`src/rtl/cmp_pkg.sv`:
```
// Shared definitions for the branch comparator: mode encodings and the
// flag bundle produced by a single comparison.
package cmp_pkg;

  localparam int unsigned MODE_W = 3;

  typedef enum logic [MODE_W-1:0] {
    CMP_EQ  = 3'd0,
    CMP_NE  = 3'd1,
    CMP_LT  = 3'd2,
    CMP_GE  = 3'd3,
    CMP_LTU = 3'd4,
    CMP_GEU = 3'd5,
    CMP_LEZ = 3'd6,
    CMP_GTZ = 3'd7
  } cmp_mode_e;

  typedef struct packed {
    logic taken;
    logic eq;
    logic lt;
    logic ltu;
  } cmp_flags_t;

endpackage

```
`src/rtl/cmp_stage.sv`:
```
// One elastic pipeline stage: a valid bit plus payload register, with
// flush clearing the valid bit and reset clearing everything.
module cmp_stage #(
  parameter int unsigned PW = 8
) (
  input  logic          clk,
  input  logic          reset,
  input  logic          flush,
  input  logic          in_valid,
  input  logic [PW-1:0] in_data,
  input  logic          down_ready,
  output logic          up_ready,
  output logic          valid,
  output logic [PW-1:0] data
);

  // Loadable when empty or when the current content is leaving this edge.
  assign up_ready = !valid || down_ready;

  always_ff @(posedge clk or posedge reset) begin
    if (reset) begin
      valid <= 1'b0;
      data  <= '0;
    end else begin
      if (flush)
        valid <= 1'b0;
      else if (up_ready)
        valid <= in_valid;
      if (up_ready && in_valid)
        data <= in_data;
    end
  end

endmodule

```
`src/rtl/branch_cmp_pipe.sv`:
```
// Pipelined branch comparator: flags are computed at acceptance and carried
// through STAGES valid/ready register stages with flush support.
module branch_cmp_pipe
  import cmp_pkg::*;
#(
  parameter int unsigned WIDTH  = 32,
  parameter int unsigned STAGES = 2,
  parameter int unsigned TAG_W  = 5
) (
  input  logic              clk,
  input  logic              reset,
  input  logic              in_valid,
  output logic              in_ready,
  input  logic [WIDTH-1:0]  a,
  input  logic [WIDTH-1:0]  b,
  input  logic [MODE_W-1:0] mode,
  input  logic [TAG_W-1:0]  tag,
  input  logic              flush,
  output logic              out_valid,
  input  logic              out_ready,
  output logic              taken,
  output logic              eq,
  output logic              lt,
  output logic              ltu,
  output logic [TAG_W-1:0]  out_tag
);

  localparam int unsigned PW = 4 + TAG_W;

  cmp_flags_t f;
  logic       a_neg;
  logic       a_zero;

  always_comb begin
    f      = '0;
    a_neg  = a[WIDTH-1];
    a_zero = (a == '0);
    f.eq   = (a == b);
    f.lt   = ($signed(a) < $signed(b));
    f.ltu  = (a < b);
    unique case (cmp_mode_e'(mode))
      CMP_EQ:  f.taken = f.eq;
      CMP_NE:  f.taken = !f.eq;
      CMP_LT:  f.taken = f.lt;
      CMP_GE:  f.taken = !f.lt;
      CMP_LTU: f.taken = f.ltu;
      CMP_GEU: f.taken = !f.ltu;
      CMP_LEZ: f.taken = a_neg || a_zero;
      CMP_GTZ: f.taken = !a_neg && !a_zero;
      default: f.taken = 1'b0;
    endcase
  end

  // Index 0 is the request port; index k is the output of stage k.
  // rdy[k] is stage k's load enable; rdy[STAGES+1] is the consumer.
  logic          vld [STAGES+1];
  logic [PW-1:0] dat [STAGES+1];
  logic          rdy [1:STAGES+1];

  assign vld[0]        = in_valid;
  assign dat[0]        = {f, tag};
  assign rdy[STAGES+1] = out_ready;

  for (genvar k = 1; k <= STAGES; k++) begin : g_stage
    cmp_stage #(.PW(PW)) u_stage (
      .clk        (clk),
      .reset      (reset),
      .flush      (flush),
      .in_valid   (vld[k-1]),
      .in_data    (dat[k-1]),
      .down_ready (rdy[k+1]),
      .up_ready   (rdy[k]),
      .valid      (vld[k]),
      .data       (dat[k])
    );
  end

  assign in_ready  = rdy[1] && !flush;
  assign out_valid = vld[STAGES];
  assign {taken, eq, lt, ltu, out_tag} = dat[STAGES];

endmodule
```
`config.mk`:
```
export PLATFORM = sky130hd
export DESIGN_NAME = branch_cmp_pipe
export DESIGN_NICKNAME = d
export VERILOG_FILES = /design/src/rtl/cmp_pkg.sv /design/src/rtl/cmp_stage.sv /design/src/rtl/branch_cmp_pipe.sv
export SDC_FILE = /design/constraint.sdc
export NUM_CORES = 1
export LEC_CHECK = 0
export CAP_MARGIN = 40
export CELL_PAD_IN_SITES_DETAIL_PLACEMENT = 0
export CELL_PAD_IN_SITES_GLOBAL_PLACEMENT = 2
export CORE_UTILIZATION = 25
export CTS_BUF_LIST = sky130_fd_sc_hd__clkbuf_4
export DETAILED_ROUTE_END_ITERATION = 10
export PLACE_DENSITY = 0.91
export SKIP_CTS_REPAIR_TIMING = 1
export SYNTH_ARGS = -nofsm -noshare
export SYNTH_HDL_FRONTEND = slang
export SYNTH_HIERARCHICAL = 1
export SYNTH_SLANG_ARGS = --single-unit
```
`constraint.sdc`:
```
create_clock -name clk -period 1.3 [get_ports clk]
set_input_delay 0.39 -clock clk [delete_from_list [all_inputs] [get_ports clk]]
set_output_delay 0.39 -clock clk [all_outputs]
set_load 0.01 [all_outputs]
```
==> impl_metrics.tcl, run 1 <==
set metrics [dict create \
    clk_pin_slew_ns 0.11 \
    area_growth_pct 102 \
    cp.required_ns 1.49 \
    setup_viol 5 \
    num_io_pins 88 \
    synthTopCellsByArea "dfrtp_1 (26%), ha_1 (21%), mux2_4 (14%), inv_1 (7.5%), a21oi_1 (3.7%)" \
    yosysTopAreaCellShare_pct 26.2 \
    grt_remaining_overflow 0 \
    max_slew_margin_pct 72.8 \
    synth-seq-cells 20 \
    power_uw 2380 \
    layout-drive-gt1-share_pct 49.8 \
    antenna_found_initial 0 \
    grt_setup_unrepaired "true" \
    die_x_um 89.4 \
    cts_made_buffers 3 \
    synthArstFlopShare_pct 100 \
    fp.coreArea_um2 7330 \
    critical_path_class "input port to flip-flop" \
    die_h_um 89.4 \
    grt_max_degree 12 \
    drc_errors 0 \
    end_kind "flip-flop" \
    fin_crit_sh_pct 172 \
    wl_per_cell_um 13.3 \
    ir_drop_uv 309 \
    vias 1862 \
    synth_seq_area_share_pct 26.2 \
    design_area_um2 3850 \
    ys.flop_type "dfrtp_1" \
    yosysWarnings 6 \
    avgSynthCellArea_um2 10.1 \
    routed_wl_mm 5.57 \
    synthCells 189 \
    status "finished with violations" \
    grt_util_all_layers_pct 12.4 \
    hold_viol 0 \
    netlist_area_um2 1910 \
    maxCapViolCount 0 \
    grt_pass1_vias 1774 \
    synth_edf_count 0 \
    yosysMostFrequentCell "inv_1" \
    drtIter0Drc 31 \
    antenna_cells 0 \
    grt_pass1_wl_mm 7.80 \
    viasPerCell 4.45 \
    maxClockFrequency_ghz 0.446 \
    violations "negative setup slack" \
    io_buffers 87 \
    holdCritPathClass "input port to async pin" \
    rows 31 \
    placed_area_um2 3250 \
    nets 429 \
    firstDrtPassIters 4 \
    p_leak_uw 0.00219 \
    setup_ws_ns -0.940 \
    yosys.area.top_type "dfrtp_1" \
    start_kind "input port" \
    skew_ns 0.00104 \
    die_area_um2 7990 \
    fin_cells 418 \
    start_util_pct 26.0 \
    p_per_area_nw_per_um2 619 \
    tightest_slew_ns 0.407 \
    syn_nets 298 \
    hpwl_mm 4.28 \
    cts_tree "yes" \
    slew_viol_final 0 \
    htree_levels 1 \
    synth_common_cells "inv_1 (38), ha_1 (32), dfrtp_1 (20)" \
    worstPathArrival_ns 2.43 \
    finalCriticalPeriod_ns 2.24 \
    ant_nets 0 \
    insertion_delay_ns 0.29 \
    place.gp.congestion 0.748 \
    cp_max_fo 3 \
    root_buffer "clkbuf_4" \
    synthDistinctLibCells 35 \
    cts.sinks 20 \
    dp_cells 397 \
    clockBufferDepth 2 \
]
final cells by class:
type / instances / area (um^2)
Fill cell: 632 / 3480
Multi-Input combinational cell: 130 / 1720
Timing Repair Buffer: 127 / 1320
Sequential cell: 20 / 500
Inverter: 38 / 165
Tap cell: 99 / 124
Clock buffer: 3 / 22.5
Clock inverter: 1 / 3.75
flip-flops by register name, summed over array words and instances, names as in the netlist:
register               flops
g_stage.u_stage/data      18
g_stage.u_stage/valid      2
path summary, 6_finish.rpt:
kind | startpoint | end | slack, ns | cells after the start
min reg2reg | g_stage[1].u_stage/data[3] | g_stage[1].u_stage/data[3] | 0.52 | 1
max reg2reg | g_stage[2].u_stage/valid | g_stage[1].u_stage/data[5] | 0.04 | 5
min in group clk | out_ready | g_stage[2].u_stage/valid | 0.51 | 4
max in group asynchronous | reset | g_stage[1].u_stage/data[5] | 0.61 | 2
min | reset | g_stage[2].u_stage/data[3] | 0.40 | 2
max | a[5] | g_stage[1].u_stage/data[8] | -0.94 | 12
critical path: stages:
cell and delay [ns]:
dlymetal6s2s_1 0.16, ha_4 0.26, a21oi_2 0.17, o21ai_2 0.08, a221oi_4 0.29, o211ai_4 0.15, buf_6 0.13, buf_4 0.12
nand4_1 0.09, a21oi_2 0.05, a311o_1 0.27, mux2_4 0.26
kinds of logic (layout without fill, tap and decap cells):
kind of cell               Yosys count  after routing  synth area share [%]
muxes                               18             18                  14.2
and+or+nand+nor                     42             42                  15.0
DFF                                 20             20                  26.2
adders and majority gates           32             32                  21.0
xor gates and xnor gates             5              5                  2.69
buffers and inverters               39            169                  7.87
AOI/OAI and AO/OA                   33             33                  13.0
layout by cell type (no fill, tap or decap), types with 2 or more instances in the layout:
cell             Yosys  final
inv_1               38     10
a21oi_4              2      2
ha_1                32      4
nor4_1               8      6
nand2b_4             2      2
nor4_2               0      2
o21ai_2              0      2
clkdlybuf4s50_1      0     11
nand2_1              8      7
o211ai_1             2      2
a211oi_2             0      2
nand4_4              0      2
nor2_1               2      2
inv_2                0     25
clkbuf_2             0      7
buf_4                1     36
clkbuf_4             0      3
nand3_1              3      3
xnor2_1              3      2
mux2_4              18     18
nand4_1              9      9
ha_4                 0     27
dfrtp_1             20     20
a21oi_1             14      9
dlymetal6s2s_1       0     65
a21oi_2              2      7
buf_6                0      6
layer usage:
layer	share of wire, %	global-route usage, %	up-vias	wire [um]
li1	-	-	930	-
met1	42	14.9	864	2330
met2	52	23.4	64	2890
met3	5.7	1.66	4	315
met4	0.61	2.60	0	34
met5	0	0	-	0
where the power goes:
part           switching [uW]  total [uW]  internal, uW  leakage [uW]
sequential               58.4         787           729      0.000242
combinational             493        1300           806       0.00193
clock                     183         295           112     0.0000154
through the flow:
stage | util [%] | setup TNS (ns) | worst slack, ns | hold WS [ns]
2_1_floorplan | - | -2.45 | -0.983 | 0.230
3_3_place_gp | 44.3 | -12.59 | -1.73 | 0.488
3_5_place_dp | 44.3 | -12.90 | -1.79 | 0.497
4_1_cts | 44.7 | -10.16 | -1.46 | 0.408
5_1_grt | 52.5 | -3.41 | -1.02 | 0.443
6_report | 52.5 | -3.05 | -0.940 | 0.402
Power figures use the tool's default switching activity.
==> run 2, diff against run 1 <==
--- a/config.mk
+++ b/config.mk
@@ -8,6 +8,7 @@
 export CAP_MARGIN = 40
 export CELL_PAD_IN_SITES_DETAIL_PLACEMENT = 0
 export CELL_PAD_IN_SITES_GLOBAL_PLACEMENT = 2
+export CORE_ASPECT_RATIO = 1.75
 export CORE_UTILIZATION = 25
 export CTS_BUF_LIST = sky130_fd_sc_hd__clkbuf_4
 export DETAILED_ROUTE_END_ITERATION = 10
==> impl_metrics.tcl, run 2 (synthesized netlist as in run 1, its figures left out) <==
set metrics [dict create \
    status "finished with violations" \
    violations "negative setup slack" \
    slew_viol_final 0 \
    hpwl_mm 4.59 \
    grt_remaining_overflow 0 \
    fillCellCount 647 \
    grt_pass1_vias 1934 \
    antenna_cells 0 \
    vias 1882 \
    setup_ws_ns -0.909 \
    clk_pin_slew_ns 0.11 \
    hold_viol 0 \
    routed_wl_mm 5.83 \
    grt_pass1_wl_mm 8.27 \
    cts_made_buffers 3 \
    cp.required_ns 1.50 \
    dp_slack_ns -1.73 \
    die_x_um 68.0 \
    grt_util_all_layers_pct 13.1 \
    num_io_pins 88 \
    insertion_delay_ns 0.30 \
    place.gp.congestion 0.829 \
    area_growth_pct 102 \
    crit_chain "dlymetal6s2s_1, ha_4, nand4_1, a2111o_1, o211ai_4, a21oi_4, xnor2_2, a311o_1, mux2_4" \
    drc_errors 0 \
    largest_reg_flops 18 \
    root_buffer "clkbuf_4" \
    tightest_slew_ns 0.435 \
    ff_latch_area_um2 500 \
    top_regs "g_stage.u_stage/data (18), g_stage.u_stage/valid (2)" \
    cts_tree "yes" \
    final_common_cell "dlymetal6s2s_1" \
    fp.coreArea_um2 7280 \
    io_buffers 87 \
    wl_per_cell_um 14.3 \
    holdCritPathClass "input port to async pin" \
    grt_setup_unrepaired "true" \
    fin_cells 407 \
    drtIter0Drc 41 \
    finalCriticalPeriod_ns 2.21 \
    multi_input_area_um2 1740 \
    end_kind "flip-flop" \
    clockBufferDepth 2 \
    die_h_um 118 \
    cts.sinks 20 \
    dp_cells 392 \
    cp_max_fo 3 \
    nets 431 \
    top_register "g_stage.u_stage/data" \
    skew_ns 0.00811 \
    antenna_found_initial 0 \
    max_slew_margin_pct 70.9 \
    maxClockFrequency_ghz 0.453 \
    final_cell_mix "dlymetal6s2s_1 (66), buf_4 (38), ha_4 (27)" \
    rows 41 \
    crit_slowest_cell "a2111o_1" \
    htree_levels 1 \
    start_kind "input port" \
    critical_path_class "input port to flip-flop" \
    firstDrtPassIters 3 \
    setup_viol 5 \
    worstPathArrival_ns 2.40 \
    ir_drop_uv 260 \
    ant_nets 0 \
    fin_crit_sh_pct 170 \
    die_area_um2 8000 \
    grt_max_degree 12 \
    p_per_area_nw_per_um2 603 \
    viasPerCell 4.62 \
    layout-drive-gt1-share_pct 50.2 \
    maxCapViolCount 0 \
    p_leak_uw 0.00221 \
    cpPeakStageDelay_ns 0.43 \
    start_util_pct 26.2 \
]
run 2: power breakdown:
part | internal (uW) | switching, uW | leakage, uW
Combinational | 755 | 485 | 0.00196
Sequential | 729 | 62.1 | 0.000242
Clock | 112 | 181 | 0.0000154
Total | 1600 | 729 | 0.00221
run 2: worst max-delay path, delay by kind of cell:
| kind | cells | cell delay (ns) |
|---|---|---|
| xor gates and xnor gates | 1 | 0.14 |
| AOI/OAI and AO/OA | 4 | 1.01 |
| buffers and inverters | 1 | 0.16 |
| adders and majority gates | 1 | 0.29 |
| muxes | 1 | 0.26 |
| and+or+nand+nor | 1 | 0.16 |
run 2: worst paths after layout:
kind                       slack, ns  depth (start not counted)                         end                  startpoint
min                             0.40                          2  g_stage[2].u_stage/data[4]                       reset
max                            -0.91                          9  g_stage[1].u_stage/data[8]                       a[10]
max reg2reg                     0.02                          5  g_stage[1].u_stage/data[3]    g_stage[2].u_stage/valid
max in group asynchronous       0.60                          2  g_stage[1].u_stage/data[5]                       reset
min reg2reg                     0.52                          1  g_stage[2].u_stage/data[5]  g_stage[2].u_stage/data[5]
min in group clk                0.51                          3    g_stage[1].u_stage/valid                    in_valid
run 2: through the flow:
step                      power, uW  utilization, %  area (um^2)  hold slack [ns]  setup TNS (ns)
after floorplan                1340               -         2090            0.230           -2.45
after global placement         1910            45.2         3290            0.489          -12.41
after detailed placement       1930            45.2         3290            0.500          -12.74
after CTS                      2230            45.6         3320            0.406           -9.95
after global routing           2490            52.9         3850            0.435           -3.30
final                          2320            52.9         3850            0.399           -2.89
run 2: final cells by class:
class                      count  area share [%]
clock buffer                   3           0.584
timing repair buffer         127            34.0
inverter                      38            4.28
sequential                    20            13.0
clock inverter                 1          0.0974
tap                           86            2.79
multi-input combinational    132            45.2
run 2: metal layers:
metal | wire, um | GRT usage, %
met1 | 2050 | 13.5
met2 | 3500 | 26.1
met3 | 239 | 0.969
met4 | 35 | 3.39
met5 | 0 | 0
